File: src/rtl/mem_arb_pkg.sv
// Shared types and helpers for the instruction/data memory port arbiter.
// Latency: none (types and pure functions only).
// Backpressure: not applicable.
package mem_arb_pkg;

  typedef enum logic [1:0] {
    ARB_IDLE,
    ARB_REQ,
    ARB_WAIT
  } arb_state_t;

  typedef enum logic [1:0] {
    OWN_NONE,
    OWN_IF,
    OWN_D
  } arb_owner_t;

  // Streak counter must hold 0..limit; a zero limit still gets one bit.
  function automatic int streak_width(input int limit);
    return (limit < 1) ? 1 : $clog2(limit + 1);
  endfunction

  // Memory is word addressed; the byte offset is simply dropped.
  function automatic logic [31:0] word_addr(input logic [31:0] byte_addr);
    return byte_addr & 32'hFFFF_FFFC;
  endfunction

endpackage

File: src/rtl/mem_port_arbiter_if.sv
// Bundles the fetch port, the data port and the backing-memory port of the arbiter.
// Latency: none (wiring only).
// Backpressure: requesters hold req until rvalid; memory side uses m_req/m_gnt.
interface mem_port_arbiter_if;

  logic        if_req;
  logic [31:0] if_addr;
  logic        if_rvalid;
  logic [31:0] if_rdata;
  logic        if_stall;

  logic        d_req;
  logic        d_we;
  logic [31:0] d_addr;
  logic [31:0] d_wdata;
  logic        d_rvalid;
  logic [31:0] d_rdata;
  logic        d_stall;

  logic        m_req;
  logic        m_we;
  logic [31:0] m_addr;
  logic [31:0] m_wdata;
  logic        m_gnt;
  logic        m_rvalid;
  logic [31:0] m_rdata;

  // Arbiter view.
  modport slave (
    input  if_req, if_addr, d_req, d_we, d_addr, d_wdata, m_gnt, m_rvalid, m_rdata,
    output if_rvalid, if_rdata, if_stall, d_rvalid, d_rdata, d_stall,
           m_req, m_we, m_addr, m_wdata
  );

  // Pipeline-plus-memory view.
  modport master (
    output if_req, if_addr, d_req, d_we, d_addr, d_wdata, m_gnt, m_rvalid, m_rdata,
    input  if_rvalid, if_rdata, if_stall, d_rvalid, d_rdata, d_stall,
           m_req, m_we, m_addr, m_wdata
  );

endinterface

File: src/rtl/mem_arb_prio.sv
// Picks the winner between fetch and data requests, with a starvation guard for fetch.
// Latency: grant is combinational; the streak counter updates on the clock edge.
// Backpressure: grants only while arb_en (arbiter idle); losers simply keep waiting.
module mem_arb_prio
  import mem_arb_pkg::*;
#(
  parameter int STARVE_LIMIT = 4
) (
  input  logic clk,
  input  logic rst,
  input  logic arb_en,
  input  logic if_req,
  input  logic d_req,
  output logic grant_if,
  output logic grant_d
);

  localparam int SW = streak_width(STARVE_LIMIT);
  localparam logic [SW-1:0] LIMIT = SW'(STARVE_LIMIT);
  localparam bit STRICT = (STARVE_LIMIT == 0);

  logic [SW-1:0] streak_q;

  // Data wins unless fetch has already been passed over LIMIT times in a row.
  always_comb begin
    grant_d  = 1'b0;
    grant_if = 1'b0;
    if (arb_en) begin
      grant_d  = d_req && (!if_req || STRICT || (streak_q < LIMIT));
      grant_if = if_req && !grant_d;
    end
  end

  // Count data grants that overtook a waiting fetch; reset whenever fetch is served or absent.
  always_ff @(posedge clk or posedge rst) begin
    if (rst) begin
      streak_q <= '0;
    end else if (!if_req || grant_if) begin
      streak_q <= '0;
    end else if (grant_d && (streak_q < LIMIT)) begin
      streak_q <= streak_q + SW'(1);
    end
  end

endmodule

File: src/rtl/mem_port_arbiter.sv
// Shares one single-ported memory between instruction fetch and the MEM-stage data port.
// Latency: request issued to memory one cycle after arbitration; best case 2 cycles per txn.
// Backpressure: one txn outstanding; m_* held until m_gnt; waiting ports see their stall high.
module mem_port_arbiter
  import mem_arb_pkg::*;
#(
  parameter int STARVE_LIMIT = 4
) (
  input  logic                clk,
  input  logic                rst,
  mem_port_arbiter_if.slave   bus
);

  arb_state_t  state_q, state_d;
  arb_owner_t  owner_q, owner_d;
  logic        m_req_q, m_req_d;
  logic        m_we_q, m_we_d;
  logic [31:0] m_addr_q, m_addr_d;
  logic [31:0] m_wdata_q, m_wdata_d;
  logic        complete;
  logic        grant_if;
  logic        grant_d;

  mem_arb_prio #(
    .STARVE_LIMIT(STARVE_LIMIT)
  ) u_prio (
    .clk      (clk),
    .rst      (rst),
    .arb_en   (state_q == ARB_IDLE),
    .if_req   (bus.if_req),
    .d_req    (bus.d_req),
    .grant_if (grant_if),
    .grant_d  (grant_d)
  );

  // Next-state: issue on a grant, drop m_req on m_gnt, finish on m_rvalid (stray rvalid ignored).
  always_comb begin
    state_d   = state_q;
    owner_d   = owner_q;
    m_req_d   = m_req_q;
    m_we_d    = m_we_q;
    m_addr_d  = m_addr_q;
    m_wdata_d = m_wdata_q;
    complete  = 1'b0;
    case (state_q)
      ARB_IDLE: begin
        if (grant_d) begin
          owner_d   = OWN_D;
          m_req_d   = 1'b1;
          m_we_d    = bus.d_we;
          m_addr_d  = word_addr(bus.d_addr);
          m_wdata_d = bus.d_wdata;
          state_d   = ARB_REQ;
        end else if (grant_if) begin
          owner_d   = OWN_IF;
          m_req_d   = 1'b1;
          m_we_d    = 1'b0;
          m_addr_d  = word_addr(bus.if_addr);
          m_wdata_d = '0;
          state_d   = ARB_REQ;
        end
      end
      ARB_REQ: begin
        if (bus.m_gnt) begin
          m_req_d = 1'b0;
          if (bus.m_rvalid) begin
            complete = 1'b1;
            owner_d  = OWN_NONE;
            state_d  = ARB_IDLE;
          end else begin
            state_d = ARB_WAIT;
          end
        end
      end
      ARB_WAIT: begin
        if (bus.m_rvalid) begin
          complete = 1'b1;
          owner_d  = OWN_NONE;
          state_d  = ARB_IDLE;
        end
      end
      default: begin
        state_d = ARB_IDLE;
        owner_d = OWN_NONE;
        m_req_d = 1'b0;
      end
    endcase
  end

  // State, owner and the registered memory-side request; m_we/addr/wdata stay latched after gnt.
  always_ff @(posedge clk or posedge rst) begin
    if (rst) begin
      state_q   <= ARB_IDLE;
      owner_q   <= OWN_NONE;
      m_req_q   <= 1'b0;
      m_we_q    <= 1'b0;
      m_addr_q  <= '0;
      m_wdata_q <= '0;
    end else begin
      state_q   <= state_d;
      owner_q   <= owner_d;
      m_req_q   <= m_req_d;
      m_we_q    <= m_we_d;
      m_addr_q  <= m_addr_d;
      m_wdata_q <= m_wdata_d;
    end
  end

  // Response routing: completion pulses the owner; store completions return zero data.
  always_comb begin
    bus.if_rvalid = complete && (owner_q == OWN_IF);
    bus.d_rvalid  = complete && (owner_q == OWN_D);
    bus.if_rdata  = bus.if_rvalid ? bus.m_rdata : 32'h0;
    bus.d_rdata   = (bus.d_rvalid && !m_we_q) ? bus.m_rdata : 32'h0;
    bus.if_stall  = bus.if_req && !bus.if_rvalid;
    bus.d_stall   = bus.d_req && !bus.d_rvalid;
    bus.m_req     = m_req_q;
    bus.m_we      = m_we_q;
    bus.m_addr    = m_addr_q;
    bus.m_wdata   = m_wdata_q;
  end

endmodule
File: src/flat_wrapper.sv
// flat-port wrapper written by rule: the top's interface ports become plain ports
module mem_port_arbiter_flat import mem_arb_pkg::*;
#(
  parameter int STARVE_LIMIT = 4
)
  (clk, rst, bus_if_req, bus_if_addr, bus_d_req, bus_d_we, bus_d_addr, bus_d_wdata, bus_m_gnt, bus_m_rvalid, bus_m_rdata, bus_if_rvalid, bus_if_rdata, bus_if_stall, bus_d_rvalid, bus_d_rdata, bus_d_stall, bus_m_req, bus_m_we, bus_m_addr, bus_m_wdata);
  mem_port_arbiter_if bus_i ();
  input  logic clk;
  input  logic rst;
  input wire logic [$bits(bus_i.if_req)-1:0] bus_if_req;
  input wire logic [$bits(bus_i.if_addr)-1:0] bus_if_addr;
  input wire logic [$bits(bus_i.d_req)-1:0] bus_d_req;
  input wire logic [$bits(bus_i.d_we)-1:0] bus_d_we;
  input wire logic [$bits(bus_i.d_addr)-1:0] bus_d_addr;
  input wire logic [$bits(bus_i.d_wdata)-1:0] bus_d_wdata;
  input wire logic [$bits(bus_i.m_gnt)-1:0] bus_m_gnt;
  input wire logic [$bits(bus_i.m_rvalid)-1:0] bus_m_rvalid;
  input wire logic [$bits(bus_i.m_rdata)-1:0] bus_m_rdata;
  output wire logic [$bits(bus_i.if_rvalid)-1:0] bus_if_rvalid;
  output wire logic [$bits(bus_i.if_rdata)-1:0] bus_if_rdata;
  output wire logic [$bits(bus_i.if_stall)-1:0] bus_if_stall;
  output wire logic [$bits(bus_i.d_rvalid)-1:0] bus_d_rvalid;
  output wire logic [$bits(bus_i.d_rdata)-1:0] bus_d_rdata;
  output wire logic [$bits(bus_i.d_stall)-1:0] bus_d_stall;
  output wire logic [$bits(bus_i.m_req)-1:0] bus_m_req;
  output wire logic [$bits(bus_i.m_we)-1:0] bus_m_we;
  output wire logic [$bits(bus_i.m_addr)-1:0] bus_m_addr;
  output wire logic [$bits(bus_i.m_wdata)-1:0] bus_m_wdata;
  assign bus_i.if_req = bus_if_req;
  assign bus_i.if_addr = bus_if_addr;
  assign bus_i.d_req = bus_d_req;
  assign bus_i.d_we = bus_d_we;
  assign bus_i.d_addr = bus_d_addr;
  assign bus_i.d_wdata = bus_d_wdata;
  assign bus_i.m_gnt = bus_m_gnt;
  assign bus_i.m_rvalid = bus_m_rvalid;
  assign bus_i.m_rdata = bus_m_rdata;
  assign bus_if_rvalid = bus_i.if_rvalid;
  assign bus_if_rdata = bus_i.if_rdata;
  assign bus_if_stall = bus_i.if_stall;
  assign bus_d_rvalid = bus_i.d_rvalid;
  assign bus_d_rdata = bus_i.d_rdata;
  assign bus_d_stall = bus_i.d_stall;
  assign bus_m_req = bus_i.m_req;
  assign bus_m_we = bus_i.m_we;
  assign bus_m_addr = bus_i.m_addr;
  assign bus_m_wdata = bus_i.m_wdata;
  mem_port_arbiter #(.STARVE_LIMIT(STARVE_LIMIT)) u_core (.clk(clk), .rst(rst), .bus(bus_i));
endmodule
File: config.mk
export PLATFORM = sky130hd
export DESIGN_NAME = mem_port_arbiter_flat
export DESIGN_NICKNAME = d
export VERILOG_FILES = /design/src/rtl/mem_arb_pkg.sv /design/src/rtl/mem_port_arbiter_if.sv /design/src/rtl/mem_arb_prio.sv /design/src/rtl/mem_port_arbiter.sv /design/src/flat_wrapper.sv
export SDC_FILE = /design/constraint.sdc
export NUM_CORES = 1
export LEC_CHECK = 0
export ABC_AREA = 1
export CAP_MARGIN = 15
export CORE_MARGIN = 2
export CORE_UTILIZATION = 37
export CTS_BUF_LIST = sky130_fd_sc_hd__clkbuf_2
export DETAILED_ROUTE_END_ITERATION = 10
export PLACE_DENSITY = 0.89
export SLEW_MARGIN = 20
export SYNTH_ARGS = -nofsm -noshare
export SYNTH_HDL_FRONTEND = slang
export SYNTH_SLANG_ARGS = --single-unit
File: constraint.sdc
create_clock -name clk -period 3.4 [get_ports clk]
set_input_delay 0.85 -clock clk [delete_from_list [all_inputs] [get_ports clk]]
set_output_delay 0.85 -clock clk [all_outputs]
set_load 0.01 [all_outputs]
==> metrics.yaml <==
cts_tree: "done"
power_density_mw_per_mm2: 579
antenna_left: 0
cp-end-kind: "output pin"
cts_buffers: 9
crit_type: "in -> out"
worstPathArrival_ns: 2.41
dpl_worst_slack_ns: 0.0294
antenna_found_initial: 0
vias: 4292
grt_first_pass_wirelength_mm: 19.3
synth-simple-area-share_pct: 38.8
yosys.area.top_type: "dfrtp_1"
finalHoldViolCount: 0
place_area_mm2: 0.00658
wl_mm: 13.2
die_area_mm2: 0.0114
dp_hpwl_mm: 9.44
final_net_count: 941
diodes: 0
cts_hold_repair.buffers: 0
r2r_end: "u_core.bus.m_addr[30]"
min_path_cells: 2
grt_pass1_vias: 3976
synth-compound-area-share_pct: 0.638
path_cells: "clkdlybuf4s50_1 -> nand2_1 -> nand2_1 -> nand4_1 -> buf_6 -> inv_1 -> clkdlybuf4s50_1"
synthArstFlopShare_pct: 100
synth_top_family_by_area: "simple AND/OR/NAND/NOR gates"
leakage_nw: 4.61
design_area_mm2: 0.00688
grt_start_max_net_pins: 63
slew_viol_final: 0
rr_worst_depth: 7
initial_core_util_pct: 38.0
r2r-start: "u_core.state_q[0]"
synth_cell_type_count: 23
hold_path.class: "reg -> reg"
finalSetupViolCount: 0
worst_pin_slew_ns: 0.657
fp.dieH_um: 107
slowest_stage: "clkdlybuf4s50_1"
drc: 0
cts-root-buf: "clkbuf_2"
crit_fanout: 12
numPortBuffers: 262
min_period_ns: 3.26
ff2ff_setup_slack_ns: 1.53
cp_top_family: "buffers and inverters"
synthAdderAreaFrac_pct: 1.28
syn_inst: 550
synth_enable_flop_cells: 0
area_delta_synth_final_pct: 75.2
pin_count: 269
synthTopCellsByArea: "dfrtp_1, nand2_1, inv_1"
cts_max_level: 3
clkSinkCount: 71
worstHoldStart: "u_core.bus.m_wdata[7]"
clock.fmax_mhz: 307
drive_above_1_share_pct: 3.97
max_slew_margin_pct: 56.1
path_buf_inv: 4
synth_seq_area_share_pct: 45.3
worstSkewPairLatency_ns: 0.50
rows: 37
gr-total-overflow: 0
initialDrtViolationCount: 306
cpPeakStageDelay_ns: 0.52
clkTransAtPathRegs_ns: 0.20
groute.usage.overall_pct: 21.5
cp.required_ns: 2.55
drt_first_pass_iters: 6
synth_top_area_share_pct: 45.3
die_x_um: 107
syn_avg_cell_area_um2: 7.13
hold_end: "u_core.bus.m_wdata[7]"
status: "complete, no violations"
synth_mux_area_share_pct: 0
synth_ff_type: "dfrtp_1"
cts.path.max_buffers: 2
via_per_inst: 4.55
synth_xor_xnor_area_share_pct: 0.223
fin_ws_ns: 0.140
core_area_mm2: 0.0103
drv_cap: 0
tns_ns: 0
yosys_register_bits: 71
ys.warnings.count: 0
nFillCells: 818
skew_ns: 0.0374
rsz0062_at_grt: "no"
synth_area_mm2: 0.00392
worst_setup_path_start_kind: "input pin"
ir_drop_mv: 0.397
gp_congestion: 0.766
post-route-period-util_pct: 95.9
post_drt_wl_per_cell_um: 14.0
==> synthesized netlist by cell type (all sizes together) (2+ instances only) <==
| cell type | n |
|---|---|
| nand2 | 214 |
| inv | 81 |
| o21ai | 2 |
| clkbuf | 3 |
| nand3 | 38 |
| buf | 28 |
| a21oi | 3 |
| nand4 | 4 |
| nand3b | 30 |
| dfrtp | 71 |
| ha | 4 |
| nor2 | 70 |
==> cell type report <==
cell class | count | area [um2] | share of cell area (%)
clock buffer | 9 | 45.0 | 0.655
timing repair buffer | 271 | 2890 | 42.0
sequential | 71 | 1780 | 25.8
clock inverter | 7 | 76.3 | 1.11
tap | 136 | 170 | 2.47
multi-input combinational | 368 | 1620 | 23.5
inverter | 81 | 307 | 4.46
==> cell usage in the layout (no fill, tap or decap), types with 5 or more instances in the layout <==
master             n
buf_4              5
clkbuf_2           9
clkdlybuf4s50_1  197
dfrtp_1           71
dlymetal6s2s_1    65
inv_1             78
nand2_1          213
nand3_1           37
nand3b_1          30
nor2_1            68
==> cell families after synthesis <==
| logic type | Yosys count |
|---|---|
| adder cells (fa/ha/maj) | 4 |
| flip-flops | 71 |
| AO/OA/AOI/OAI | 5 |
| buffers and inverters | 112 |
| other | 1 |
| AND/OR/NAND/NOR | 356 |
| XOR/XNOR | 1 |
==> power breakdown <==
part,total [mW],switching (mW),internal (mW)
logic,2.07,1.04,1.03
registers,1.41,0.205,1.21
clock network,0.504,0.328,0.176
==> per-stage QoR <==
stage | util (%) | power [mW] | cells | hold WS [ns]
after floorplan | - | 2.48 | 551 | 0.449
after global placement | 63.7 | 3.45 | 926 | 0.459
after detailed placement | 63.7 | 3.50 | 926 | 0.464
after CTS | 64.9 | 4.01 | 942 | 0.509
after global routing | 66.6 | 4.29 | 943 | 0.533
final | 66.6 | 3.98 | 943 | 0.504
==> state kept, by name, summed over array words and instances (netlist names) <==
register                count
u_core.bus.m_req            1
u_core.bus.m_we             1
u_core.bus.m_wdata         32
u_core.bus.m_addr          30
u_core.state_q              2
u_core.u_prio.streak_q      3
u_core.owner_q              2
==> worst max path at each step <==
stage / startpoint / endpoint / depth (start not counted)
floorplan: rst / u_core.bus.m_addr[10] / 1
global placement: bus_m_gnt / bus_if_rdata[1] / 7
detailed placement: bus_m_rvalid / bus_d_rdata[3] / 7
CTS: bus_m_gnt / bus_d_rdata[3] / 7
global route: u_core.state_q[0] / bus_if_rvalid / 8
finish: bus_m_gnt / bus_if_rvalid / 7
==> worst min-delay path, delay by kind of cell (launching register included) <==
| family | cells | cell delay [ns] |
|---|---|---|
| flops | 1 | 0.39 |
| simple gates | 2 | 0.10 |
==> per-layer routing <==
layer	wire, um	GRT usage, %	up-vias
li1	-	-	2135
met1	4960	23.6	1929
met2	6860	39.9	209
met3	1120	6.57	19
met4	253	5.94	0
met5	0	0	-
==> timing repair <==
item	CTS	global route
resized for setup	0	67
setup buffers	0	1
setup endpoints to repair	0	65
Note: power is estimated with default switching activity, not from simulation.
